[src/rtl/ntt_pkg.sv]
// ntt_pkg: shared scheduler state type and width helpers
package ntt_pkg;

    typedef enum logic [1:0] {IDLE, ISSUE, DRAIN, DONE} sched_state_t;

    localparam int DRAIN_W = 4;

    function automatic int stage_w(input int logp);
        return $clog2(logp + 1);
    endfunction

endpackage

[src/rtl/ntt_addr_gen.sv]
// ntt_addr_gen: maps (stage, j, inv) to butterfly operand and twiddle addresses
module ntt_addr_gen import ntt_pkg::*; #(
    parameter int LOGP = 8
) (
    input  logic [stage_w(LOGP)-1:0] stage,
    input  logic [LOGP-2:0]          j,
    input  logic                     inv,
    output logic [LOGP-1:0]          addr_a,
    output logic [LOGP-1:0]          addr_b,
    output logic [LOGP-1:0]          tf_addr
);

    localparam int SW = stage_w(LOGP);

    logic [SW-1:0]   lh;
    logic [LOGP-1:0] jx, h, g, k;

    // lh = log2(half-span): NTT shrinks the span each stage, INTT grows it
    always_comb begin
        lh      = inv ? stage : SW'(LOGP - 1) - stage;
        jx      = {1'b0, j};
        h       = LOGP'(1) << lh;
        g       = jx >> lh;
        k       = jx & (h - 1'b1);
        addr_a  = (g << (lh + 1'b1)) | k;
        addr_b  = addr_a + h;
        tf_addr = (LOGP'(1) << (SW'(LOGP - 1) - lh)) + g;
    end

endmodule

[src/rtl/ntt_butterfly_scheduler.sv]
// ntt_butterfly_scheduler: issues the butterfly beats of one in-place NTT/INTT with drain gaps between stages
module ntt_butterfly_scheduler import ntt_pkg::*; #(
    parameter int LOGP     = 8,
    parameter int PIPE_LAT = 3
) (
    input  logic                     clk,
    input  logic                     rst_n,
    input  logic                     start,
    input  logic                     inv,
    input  logic                     bf_ready,
    output logic                     bf_valid,
    output logic [LOGP-1:0]          addr_a,
    output logic [LOGP-1:0]          addr_b,
    output logic [LOGP-1:0]          tf_addr,
    output logic                     pe_inv,
    output logic [stage_w(LOGP)-1:0] stage,
    output logic                     busy,
    output logic                     done
);

    localparam int                SW         = stage_w(LOGP);
    localparam logic [SW-1:0]      LAST_STAGE = SW'(LOGP - 1);
    localparam logic [DRAIN_W-1:0] LAST_DRAIN = DRAIN_W'(PIPE_LAT - 1);

    sched_state_t        state, state_nxt;
    logic [LOGP-2:0]     j;
    logic [DRAIN_W-1:0]  dcnt;
    logic                inv_q;
    logic                accept, last_beat, drain_end;
    logic [LOGP-1:0]     a_raw, b_raw, t_raw;

    ntt_addr_gen #(.LOGP(LOGP)) u_addr_gen (
        .stage   (stage),
        .j       (j),
        .inv     (inv_q),
        .addr_a  (a_raw),
        .addr_b  (b_raw),
        .tf_addr (t_raw)
    );

    // state register
    always_ff @(posedge clk) begin
        if (!rst_n) state <= IDLE;
        else        state <= state_nxt;
    end

    // beat counter, drain counter, stage index and latched direction
    always_ff @(posedge clk) begin
        if (!rst_n) begin
            j     <= '0;
            dcnt  <= '0;
            stage <= '0;
            inv_q <= 1'b0;
        end else if (state == IDLE && start) begin
            j     <= '0;
            dcnt  <= '0;
            stage <= '0;
            inv_q <= inv;
        end else if (state == ISSUE && accept) begin
            j <= j + 1'b1;
        end else if (state == DRAIN) begin
            dcnt <= drain_end ? '0 : dcnt + 1'b1;
            if (drain_end) stage <= (stage == LAST_STAGE) ? '0 : stage + 1'b1;
        end
    end

    // next state and outputs; beat fields are zeroed whenever no beat is offered
    always_comb begin
        state_nxt = state;
        bf_valid  = (state == ISSUE);
        accept    = bf_valid && bf_ready;
        last_beat = (j == '1);
        drain_end = (dcnt == LAST_DRAIN);
        busy      = (state == ISSUE) || (state == DRAIN);
        done      = (state == DONE);
        pe_inv    = inv_q;
        addr_a    = bf_valid ? a_raw : '0;
        addr_b    = bf_valid ? b_raw : '0;
        tf_addr   = bf_valid ? t_raw : '0;
        if (state == IDLE && start)                    state_nxt = ISSUE;
        else if (state == ISSUE && accept && last_beat) state_nxt = DRAIN;
        else if (state == DRAIN && drain_end)           state_nxt = (stage == LAST_STAGE) ? DONE : ISSUE;
        else if (state == DONE)                         state_nxt = IDLE;
    end

endmodule
[config.mk]
export PLATFORM = sky130hd
export DESIGN_NAME = ntt_butterfly_scheduler
export DESIGN_NICKNAME = d
export VERILOG_FILES = /design/src/rtl/ntt_pkg.sv /design/src/rtl/ntt_addr_gen.sv /design/src/rtl/ntt_butterfly_scheduler.sv
export SDC_FILE = /design/constraint.sdc
export NUM_CORES = 1
export LEC_CHECK = 0
export ABC_AREA = 1
export CORE_AREA = 8 8 75 77
export CTS_CLUSTER_SIZE = 28
export DETAILED_ROUTE_END_ITERATION = 6
export DIE_AREA = 0 0 83 85
export GPL_ROUTABILITY_DRIVEN = 0
export GPL_TIMING_DRIVEN = 0
export PLACE_DENSITY = 0.79
export SLEW_MARGIN = 10
export SYNTH_ARGS = -nofsm -noshare
export SYNTH_HDL_FRONTEND = slang
export SYNTH_SLANG_ARGS = --single-unit
[constraint.sdc]
create_clock -name clk -period 4.25 [get_ports clk]
set_input_delay 0.425 -clock clk [delete_from_list [all_inputs] [get_ports clk]]
set_output_delay 0.425 -clock clk [all_outputs]
set_load 0.01 [all_outputs]
[Word-level counts from Yosys, hierarchy flattened]
Cells that the tools add are included.
Word-level totals
  bits in registers: 18
  input port bits: 5
  output and inout bits: 32
Operators by class
  add/sub/neg operators: 9
  equality and inequality tests: 6
  shift-type cells: 4
  muxes and demuxes: 11
  bitwise operators: 4
  reduce and logical (&&, ||, !) cells: 12
Operators with widths (count)
  8-bit 2-to-1 mux: 3
  8-bit adder: 2
  1-bit by 4-bit left shift with 8-bit output, first input constant: 2
  4-bit by 1-bit adder with 4-bit output, second input constant: 3
  4-bit 2-to-1 mux: 3
  7-bit by 8-bit AND with 8-bit output: 1
  2-bit 2-to-1 mux: 4
  8-bit OR: 1
  8-bit by 4-bit left shift with 8-bit output: 1
  7-bit by 4-bit >> shifter with 8-bit output: 1
  3-bit by 4-bit subtractor with 4-bit output, first input constant: 2
  8-bit by 1-bit subtractor with 8-bit output, second input constant: 1
  7-bit by 1-bit adder with 7-bit output, second input constant: 1
  7-bit == test, second input constant: 1
  1-bit logical AND: 5
  2-bit == test, second input constant: 2
  4-bit by 2-bit == test with 1-bit output, second input constant: 1
  4-bit by 3-bit == test with 1-bit output, second input constant: 1
  4-bit nonzero test: 1
  3-bit AND reduction: 1
  3-bit nonzero test: 1
  2-bit by 1-bit == test with 1-bit output, second input constant: 1
  2-bit logical NOT: 1
  1-bit inverter: 2
  other kinds (4): 4

[Longest topological paths before layout]
Gate-level depths: netlist (run 1).
  depth in word-level cells: 8
  depth in mapped cells: 24

[Hierarchy]
From an unflattened synthesis (run 1), not the netlist that was laid out.
Unflattened totals
  cell total of the unflattened synthesis: 419
  area, all modules: 2678.8 um2
Modules (own cells, without submodules)
  ntt_addr_gen: times used 1, cells an instance 239, area an instance 1547.7 um2, sequential area each 0.0 um2
  ntt_butterfly_scheduler: times used 1, cells an instance 180, area an instance 1131.1 um2, sequential area each 360.3 um2

[Worst setup path after synthesis (run 1)]
Ideal clock, no wire load.
  path type: flip-flop to output port
  start point: reg inv_q (netlist: pe_inv)
  end point: out addr_b[7]
  arrival: 3.064 ns
  data required time: 3.825 ns
  slack: 0.761 ns
  stages on the path, launching flop included: 22
  path buffers: 1
  path through: dfxtp_1 buf_6 inv_4 nand2_2 nand2_8 nor2_2 inv_2 nor2_1 inv_1 ha_1 or2_2 nand3_1 nand2_1 ha_1 a21oi_1 nand2_1 nand4_1 o211ai_1 xor2_1 nand3_1 nand2_1 nor2_1
Between the ends
  cells in the longest elaborated chain, start to end: 7
  elaborated cells between the ends (all ways): 10
Ends and longest elaborated chain
  from (decl): line ntt_butterfly_scheduler.sv:28  | logic inv_q;
  from (signal assigned): line ntt_butterfly_scheduler.sv:58  | inv_q <= inv;
  4-bit 2-to-1 mux *: line ntt_addr_gen.sv:20  | lh = inv ? stage : SW'(LOGP - 1) - stage;
  1-bit by 4-bit left shift with 8-bit output: line ntt_addr_gen.sv:22  | h = LOGP'(1) << lh;
  8-bit by 1-bit subtractor with 8-bit output: line ntt_addr_gen.sv:24  | k = jx & (h - 1'b1);
  7-bit by 8-bit AND with 8-bit output: line ntt_addr_gen.sv:24
  8-bit OR: line ntt_addr_gen.sv:25  | addr_a = (g << (lh + 1'b1)) | k;
  8-bit adder *: line ntt_addr_gen.sv:26  | addr_b = addr_a + h;
  8-bit 2-to-1 mux *: line ntt_butterfly_scheduler.sv:78  | addr_b = bf_valid ? b_raw : '0;
  to (decl): line ntt_butterfly_scheduler.sv:13  | output logic [LOGP-1:0] addr_b,
Every way passes the cells marked *; elsewhere a longest branch is shown, timed or not.

[Worst setup path after layout (run 1)]
Same ends and word-level chain as after synthesis.

==> results of run 1 <==
[path summary, 6_finish.rpt]
kind                               start   endpoint  slack [ns]  cells after the start
worst min register to register   dcnt[3]    dcnt[3]        0.46                      1
worst max-delay path              pe_inv  addr_b[7]        0.24                     22
worst max register to register  state[1]   state[1]        2.03                     12
worst min-delay path             dcnt[3]    dcnt[3]        0.46                      1
[layer usage]
layer,wire length (um),share of wire (%)
met2,3170,51
met4,185,3.0
met1,2520,40
met5,0,0
met3,391,6.2
[sequential cells by signal, indices dropped and copies added (netlist names)]
signal  count
pe_inv      1
dcnt        4
stage       4
j           7
state       2
[cell families (layout without fill, tap and decap cells)]
| group | after synthesis | in the layout | synth area share (%) |
|---|---|---|---|
| DFF | 18 | 18 | 15.2 |
| AOI/OAI and AO/OA | 70 | 70 | 16.0 |
| adders and majority gates | 23 | 23 | 12.8 |
| xor gates and xnor gates | 6 | 6 | 3.33 |
| and+or+nand+nor | 199 | 199 | 43.0 |
| buffers and inverters | 57 | 101 | 9.63 |
[power by group]
group | internal [mW] | switching [mW]
sequential | 0.171 | 0.00213
clock | 0.0822 | 0.0556
combinational | 0.119 | 0.179
[critical path, cell delays in order, from the launching register on]
cell and delay (ns):
dfxtp_2 0.33, buf_6 0.15, buf_4 0.13, nand2_1 0.08, nand2_4 0.11, buf_12 0.11
nand2_8 0.06, nor2_8 0.13, inv_2 0.07, ha_1 0.22, or2_2 0.30, nand3_1 0.08
nand2_1 0.10, ha_4 0.30, nand3_1 0.07, nand2_2 0.09, nand4_1 0.08, o211ai_1 0.14
xor2_1 0.26, nand3_1 0.10, nand2_1 0.06, nor2_1 0.04, dlygate4sd2_1 0.27
[cell usage after synthesis (all sizes together)]
| cell type | count |
|---|---|
| xnor2 | 3 |
| nand3 | 47 |
| buf | 2 |
| inv | 53 |
| o31ai | 1 |
| a211oi | 3 |
| fa | 2 |
| nor2 | 38 |
| a31oi | 2 |
| xor2 | 3 |
| clkbuf | 1 |
| or2 | 2 |
| nand4 | 2 |
| nand2 | 103 |
| ha | 21 |
| nor3 | 6 |
| o21ai | 29 |
| o21bai | 1 |
| and2 | 1 |
| clkinv | 1 |
| dfxtp | 18 |
| o211ai | 1 |
| a21oi | 33 |
[cell type report]
class	instances	area share [%]
clock buffers	4	1.86
plain buffers	3	0.678
flip-flops and latches	18	12.4
repair buffers	40	13.6
inverters	54	7.03
well taps	54	2.29
multi-input cells	298	62.1
[metrics by stage]
stage               hold WS, ns  instances  power (mW)
floorplan                 0.422        373       0.372
CTS                       0.456        470       0.600
finish                    0.456        471       0.609
detailed placement        0.448        463       0.456
global placement          0.437        463       0.449
global route              0.483        471       0.654
[cell usage in the layout, fill, tap and decap left out, drive strengths merged, types with 2 or more instances in the layout]
| master | n |
|---|---|
| nor3 | 6 |
| nand2 | 103 |
| clkbuf | 5 |
| a21oi | 33 |
| o21ai | 29 |
| buf | 6 |
| fa | 2 |
| clkdlybuf4s50 | 33 |
| nor2 | 38 |
| or2 | 2 |
| nand3 | 47 |
| xnor2 | 3 |
| a31oi | 2 |
| a211oi | 3 |
| inv | 53 |
| dlygate4sd2 | 2 |
| ha | 21 |
| xor2 | 3 |
| nand4 | 2 |
| dfxtp | 18 |
[what timing repair did]
action / CTS / global route
gates cloned: 0 / 0
setup endpoints to repair: 3 / 4
gates resized for setup: 8 / 13
setup buffers: 3 / 1
pin swaps: 1 / 1
==> impl_metrics.py, run 1 <==
metrics = {
    "outcome": {
        "status": "finished, final reports clean",
    },
    "yosys": {
        "synth_nets": 401,
        "syn_avg_cell_area_um2": 6.34,
        "synth_area_um2": 2360,
        "yosysUniqueCellTypes": 38,
        "synthCells": 373,
        "synth-seq-area-share_pct": 15.2,
        "synth_top_area_share_pct": 15.2,
        "synth_top_area_cell": "dfxtp_1",
        "synthTopCellsByArea": "dfxtp_1, nand2_1, ha_1",
        "synth-seq-cells": 18,
        "yosys_warnings": 0,
    },
    "critical_path": {
        "critPathKind": "reg -> out",
        "required_ns": 3.83,
        "cp-start-kind": "flop",
        "cp-end-kind": "output port",
        "worst-path-max-fanout": 6,
        "crit_arrival_ns": 3.58,
    },
    "detailed_routing": {
        "antenna_left": 0,
        "drt_first_pass_iters": 4,
        "drt_wl_total_mm": 6.26,
        "vias_per_cell": 5.45,
        "wl_per_cell_um": 13.3,
        "drtIter0Drc": 146,
        "vias": 2568,
        "drc": 0,
    },
    "cells_and_area": {
        "antenna_cells": 0,
        "finalNetCount": 446,
        "area_growth_pct": 24.9,
        "drive_above_1_share_pct": 17.3,
        "regArea_um2": 365,
        "fillCellCount": 411,
        "fin_util_pct": 65.1,
        "fin_area_um2": 2950,
        "multiInputGateArea_um2": 1830,
    },
    "global_route": {
        "grt_start_max_net_pins": 11,
        "track_usage_pct": 17.4,
        "grt_use_met2_pct": 32.0,
        "grt_pass1_wl_mm": 10.7,
        "grt_pass1_vias": 2507,
        "grt_use_met3_pct": 2.87,
        "grt.overflow.total": 0,
        "met1_usage_pct": 18.8,
        "antenna_found_initial": 0,
        "grt.busiest_layer": "met2",
    },
    "placement": {
        "dpl_cell_area_um2": 2790,
        "dp_hpwl_mm": 5.07,
        "port_buffers": 36,
        "post-place-ws_ns": 0.00602,
    },
    "timing": {
        "skew_ns": 0.00330,
        "fin_crit_sh_pct": 94.2,
        "finalSetupTns_ns": 0,
        "fmax_mhz": 250,
        "worst_pin_slew_ns": 0.430,
        "hold_viol_final": 0,
        "fin_crit_ns": 4.01,
        "setup_viol": 0,
        "maxSlewViolCount": 0,
        "maxSlewHeadroom_pct": 71.2,
        "setup_slack_ns": 0.245,
        "rsz0062_at_grt": "false",
    },
    "clock_network": {
        "clk_latency_ns": 0.25,
        "cts-root-buf": "clkbuf_8",
        "cts_buffers": 3,
        "cts_tree": "built",
        "ctsHoldBuffers": 0,
        "clock-sinks": 18,
        "cts.htree.levels": 1,
        "cts_max_path_buffers": 2,
        "clk_pin_slew_ns": 0.07,
    },
    "pwr": {
        "power_density_nw_per_um2": 206,
        "ir_drop_mv": 0.211,
        "leakage_nw": 1.39,
    },
    "floorplan": {
        "die_h_um": 85,
        "die_area_um2": 7060,
        "initial_utilization_pct": 52.1,
        "core_um2": 4540,
        "row_count": 25,
        "fp.dieW_um": 83,
        "io_pins": 37,
    },
    "run": {
        "cap_viol_max_count": 0,
    },
    "min_path": {
        "min_path_type": "reg -> reg",
    },
}
(Power assumes the default switching activity.)
==> run 2, diff against run 1 <==
- GPL_ROUTABILITY_DRIVEN: 0 -> not set
==> run 2 against run 1 <==
  * Sequential share of layout area fell by 0.059 points
  * Non-clock buffer count is the same
  * Cell area down 0.55%
  * Largest cell class unchanged
  * Critical endpoint is now addr_b[6]
  * Worst hold slack improved by 0.0053 ns
  * Worst setup slack improved by 0.042 ns
  * Critical path depth down 1
  * Register-to-register slack lost 0.11 ns
==> impl_metrics.py, run 2 (synthesized netlist as in run 1, its figures left out) <==
metrics = {
    "outcome": {
        "status": "finished, final reports clean",
    },
    "floorplan": {
        "die_area_um2": 7060,
        "initial_utilization_pct": 52.1,
        "fp.dieW_um": 83,
        "io_pins": 37,
        "row_count": 25,
        "core_um2": 4540,
        "die_h_um": 85,
    },
    "cells_and_area": {
        "area_growth_pct": 24.2,
        "antenna_cells": 0,
        "final_common_cell": "nand2_1",
        "finalNetCount": 446,
        "fin_area_um2": 2940,
        "multiInputGateArea_um2": 1830,
        "drive_above_1_share_pct": 16.1,
        "top_register": "j",
        "final_cells": 471,
        "final_cell_mix": "nand2_1, inv_1, nand3_1, clkdlybuf4s50_1, a21oi_1",
        "fillCellCount": 442,
        "largest_reg_flops": 7,
        "reg_top3": "j (7), dcnt (4), stage (4)",
        "fin_util_pct": 64.7,
        "regArea_um2": 362,
    },
    "clock_network": {
        "cts_max_path_buffers": 2,
        "cts.htree.levels": 1,
        "clk_pin_slew_ns": 0.07,
        "ctsHoldBuffers": 0,
        "cts-root-buf": "clkbuf_8",
        "clk_latency_ns": 0.26,
        "cts_buffers": 3,
        "clock-sinks": 18,
        "cts_tree": "built",
    },
    "min_path": {
        "min_path_cells": 1,
        "holdCritStartpoint": "dcnt[3]",
        "min_path_type": "reg -> reg",
        "hold_end": "dcnt[3]",
    },
    "critical_path": {
        "regToRegSetupSlack_ns": 1.92,
        "cp-end-kind": "output port",
        "worstRegToRegCells": 12,
        "cp-start-kind": "flop",
        "cp_num_buf_inv": 5,
        "max_stage_delay_ns": 0.42,
        "r2r-start": "state[1]",
        "worst-path-max-fanout": 10,
        "required_ns": 3.83,
        "crit_arrival_ns": 3.54,
        "path_common_cell": "nand2_1",
        "critPathKind": "reg -> out",
        "startpoint": "pe_inv",
        "cp_top_family": "simple AND/OR/NAND/NOR gates",
        "crit_slowest_cell": "fa_1",
        "worstPathCellList": "buf_6 > inv_4 > nand2_4 > nand2_8 > nor2_4 > ha_4 > inv_1 > nand3_1 > nand2_1 > ha_1 > fa_1 > nand2_1 > inv_1 > o21ai_0 > nand2_1 > nand2_1 > nand2_1 > a21oi_1 > xor2_1 > nor2_1 > dlygate4sd2_1",
        "regToRegEndpoint": "state[1]",
    },
    "pwr": {
        "leakage_nw": 1.38,
        "power_density_nw_per_um2": 209,
        "finalPower_uw": 613,
        "ir_drop_mv": 0.212,
    },
    "timing": {
        "fmax_mhz": 252,
        "setup_slack_ns": 0.287,
        "fin_crit_ns": 3.96,
        "worst_pin_slew_ns": 0.457,
        "hold_viol_final": 0,
        "setup_viol": 0,
        "rsz0062_at_grt": "false",
        "fin_crit_sh_pct": 93.3,
        "finalSetupTns_ns": 0,
        "maxSlewHeadroom_pct": 69.5,
        "hold_ws_ns": 0.461,
        "skew_ns": 0.00469,
        "maxSlewViolCount": 0,
    },
    "placement": {
        "dp.cells": 463,
        "place_congestion": 0.926,
        "port_buffers": 36,
        "post-place-ws_ns": 0.0360,
        "dpl_cell_area_um2": 2790,
        "dp_hpwl_mm": 5.38,
    },
    "global_route": {
        "antenna_found_initial": 0,
        "grt_start_max_net_pins": 11,
        "grt.overflow.total": 0,
        "track_usage_pct": 18.7,
        "grt_pass1_wl_mm": 11.3,
        "grt_pass1_vias": 2480,
    },
    "detailed_routing": {
        "drt_wl_total_mm": 6.71,
        "antenna_left": 0,
        "vias_per_cell": 5.41,
        "vias": 2548,
        "drtIter0Drc": 103,
        "wl_per_cell_um": 14.2,
        "drt_first_pass_iters": 4,
        "drc": 0,
    },
    "run": {
        "cap_viol_max_count": 0,
    },
}
run 2: worst max-delay path by stage:
stage / end / slack (ns) / depth (start not counted)
3_3_place_gp: addr_b[7] / 0.06 / 21
6_report: addr_b[6] / 0.29 / 21
4_1_cts: addr_b[6] / 0.17 / 23
5_1_grt: addr_b[6] / 0.02 / 21
3_5_place_dp: addr_b[7] / 0.04 / 21
2_1_floorplan: addr_b[7] / 0.76 / 21
run 2: timing repair:
item | in CTS | in global routing
gates resized for setup | 8 | 5
pin swaps | 1 | 2
setup buffers | 2 | 2
endpoints found under the setup margin | 3 | 4
endpoints found under the hold margin | 0 | 0
run 2: area by class of cell:
class | count | share of cell area [%]
Timing Repair Buffer | 40 | 13.6
Clock buffer | 4 | 1.87
Tap cell | 54 | 2.30
Multi-Input combinational cell | 298 | 62.2
Buffer | 3 | 0.682
Inverter | 54 | 7.07
Sequential cell | 18 | 12.3
run 2: power breakdown:
group	internal, mW	switching, mW	total, mW	leakage (nW)
Sequential	0.171	0.00227	0.173	0.146
Combinational	0.117	0.180	0.297	1.21
Clock	0.0825	0.0605	0.143	0.0288
Total	0.371	0.243	0.613	1.38
run 2: per-layer routing:
metal	up-vias	share of wire (%)	global-route usage (%)
met5	-	0	0
met4	0	3.2	7.19
met3	15	4.5	2.49
met2	53	51	36.0
met1	1163	41	20.0
li1	1317	-	-
==> variant: new RTL, settings of run 2 <==
`LOGP` is set to 8 in 2 places; all go to 9.
--- a/src/rtl/ntt_addr_gen.sv
+++ b/src/rtl/ntt_addr_gen.sv
@@ -2,3 +2,3 @@
 module ntt_addr_gen import ntt_pkg::*; #(
-    parameter int LOGP = 8
+    parameter int LOGP = 9
 ) (
--- a/src/rtl/ntt_butterfly_scheduler.sv
+++ b/src/rtl/ntt_butterfly_scheduler.sv
@@ -2,3 +2,3 @@
 module ntt_butterfly_scheduler import ntt_pkg::*; #(
-    parameter int LOGP     = 8,
+    parameter int LOGP     = 9,
     parameter int PIPE_LAT = 3
Interface: changed (resized addr_a, addr_b and tf_addr); port bits go from 37 to 40. The function was not compared with the original's and may differ.
==> variant against run 2 <==
- sequential cell count rose by 1
- count of clock-buffer cells in the layout decreased by 1
- synthesized cell count increased by 31%
- wire length increased by 34%
- via count up 41%
- area after synthesis up 20%
- utilization grew 19 points
- final cell count increased by 31%
- critical endpoint is now addr_b[8]
- sequential share of layout area decreased by 2.2 points
- largest cell class unchanged
- final area up 30%
- setup slack worse by 0.23 ns
Power is not compared: it rests on default switching activity, and its combinational part moved more than twofold at a synthesized area within 25%.
==> variant: results <==
{
  "layout.nets": 597,
  "vias": 3590,
  "grt_pass1_wl_mm": 13.8,
  "diodes": 0,
  "clockBufferDepth": 2,
  "antenna_found_initial": 0,
  "fill_cells": 315,
  "tightest_slew_ns": 0.577,
  "insertion_delay_ns": 0.27,
  "min_path_type": "register to register",
  "synthTopCellsByArea": "nand2_1 (18%), dfxtp_1 (13%), ha_1 (12%)",
  "synth_nets": 524,
  "grt.total_usage_pct": 22.3,
  "ir_worst_vdd_uv": 242,
  "ys_warn_count": 0,
  "port-buffer-count": 39,
  "async_flop_share_pct": 0,
  "reg_top3": "j: 8 flops, dcnt: 4 flops, stage: 4 flops",
  "gp_congestion": 0.974,
  "grt_max_degree": 13,
  "ys.flop_type": "dfxtp_1",
  "cts_root_buf": "clkbuf_8",
  "p_leak_nw": 1.89,
  "holdWs_ns": 0.492,
  "reg2reg_slack_ns": 2.32,
  "cp_max_fo": 9,
  "drt_iter0_drc": 373,
  "fin_worst_skew_ns": 0.00249,
  "cts_max_level": 1,
  "wl_per_cell_um": 14.7,
  "synth_cell_types": 44,
  "status": "complete, no violations",
  "path_clk_slew_ns": 0.07,
  "cts_buffers": 3,
  "worstPathArrival_ns": 3.77,
  "dp_hpwl_mm": 6.38,
  "first_pass_iters": 5,
  "synth.top_cells.by_count": "nand2_1 (132), inv_1 (75), nor2_1 (51), a21oi_1 (34), o21ai_0 (32)",
  "ys_seq_area_share_pct": 13.5,
  "grt_pass1_vias": 3204,
  "layout-drive-gt1-share_pct": 22.8
}
-- variant: cell types whose count changed in the layout (fill, tap and decap cells not counted), sizes merged, moves of 7 or more --
cell,before,now
nand2,103,143
inv,53,83
buf,6,34
nand3,47,26
nor2,38,56
nor3,6,19
ha,21,28
-- variant: cell families after synthesis --
family	count (synthesis)	share of synthesized area (%)
xor+xnor	2	0.886
simple gates	254	40.5
fa+ha+maj	30	13.8
compound gates	93	18.8
flops	19	13.5
buf+inv	91	12.6
-- variant: area by class of cell --
type | instances | area, um2 | area share, %
inverters | 85 | 329 | 8.63
well taps | 54 | 67.6 | 1.77
flip-flops and latches | 19 | 385 | 10.1
clock inverters | 1 | 5.00 | 0.131
repair buffers | 67 | 593 | 15.6
plain buffers | 6 | 45.0 | 1.18
clock buffers | 3 | 41.3 | 1.08
multi-input cells | 380 | 2350 | 61.5
-- variant: path summary, 6_finish.rpt --
| path | startpoint | to | depth (start not counted) |
|---|---|---|---|
| worst min register to register | dcnt[2] | dcnt[2] | 2 |
| worst max-delay path | stage[0] | addr_b[8] | 23 |
| worst min-delay path | dcnt[2] | dcnt[2] | 2 |
| worst max register to register | state[1] | stage[1] | 7 |
-- variant: per-stage QoR --
step	instance area (um2)	instances	setup TNS (ns)	worst slack, ns
6_report	3810	615	0	0.0563
5_1_grt	3810	615	-0.548	-0.205
4_1_cts	3520	596	-0.136	-0.0616
3_5_place_dp	3280	582	-3.59	-0.581
3_3_place_gp	3280	582	-2.69	-0.481
2_1_floorplan	2830	489	0	0.334
-- variant: layer usage --
layer | wire [um] | vias to the layer above | global-route usage, %
met5 | 0 | - | 0
met4 | 331 | 0 | 7.35
met3 | 654 | 43 | 2.87
met2 | 4440 | 193 | 41.1
met1 | 3590 | 1608 | 25.6
li1 | - | 1746 | -
-- variant: timing repair --
item | 4_1_cts | 5_1_grt
resized for setup | 41 | 58
pin swaps | 10 | 30
endpoints found under the setup margin | 14 | 10
hold buffers | 0 | 0
cloned | 0 | 1
setup buffers | 10 | 18
-- variant: where the power goes --
| part | switching, W | internal [W] |
|---|---|---|
| registers | 0.00000300 | 0.000180 |
| clock network | 0.0000646 | 0.0000655 |
| logic | 0.0000856 | 0.0000538 |
-- variant: critical path, cell delays in order, from the launching register on --
cell and delay (ns):
dfxtp_4 0.38, inv_8 0.06, buf_12 0.13, ha_4 0.29, nand2_4 0.07, buf_4 0.14, nand2_2 0.09, nand3_1 0.08
o211ai_1 0.12, nand3_2 0.14, nand2_1 0.08, o21ai_1 0.10, nand2_1 0.10, o21ai_2 0.06, buf_4 0.13, buf_4 0.12
buf_4 0.12, o221ai_1 0.25, ha_1 0.30, buf_4 0.13, a21oi_1 0.18, a21oi_1 0.10, nor2_1 0.11, clkdlybuf4s15_2 0.23
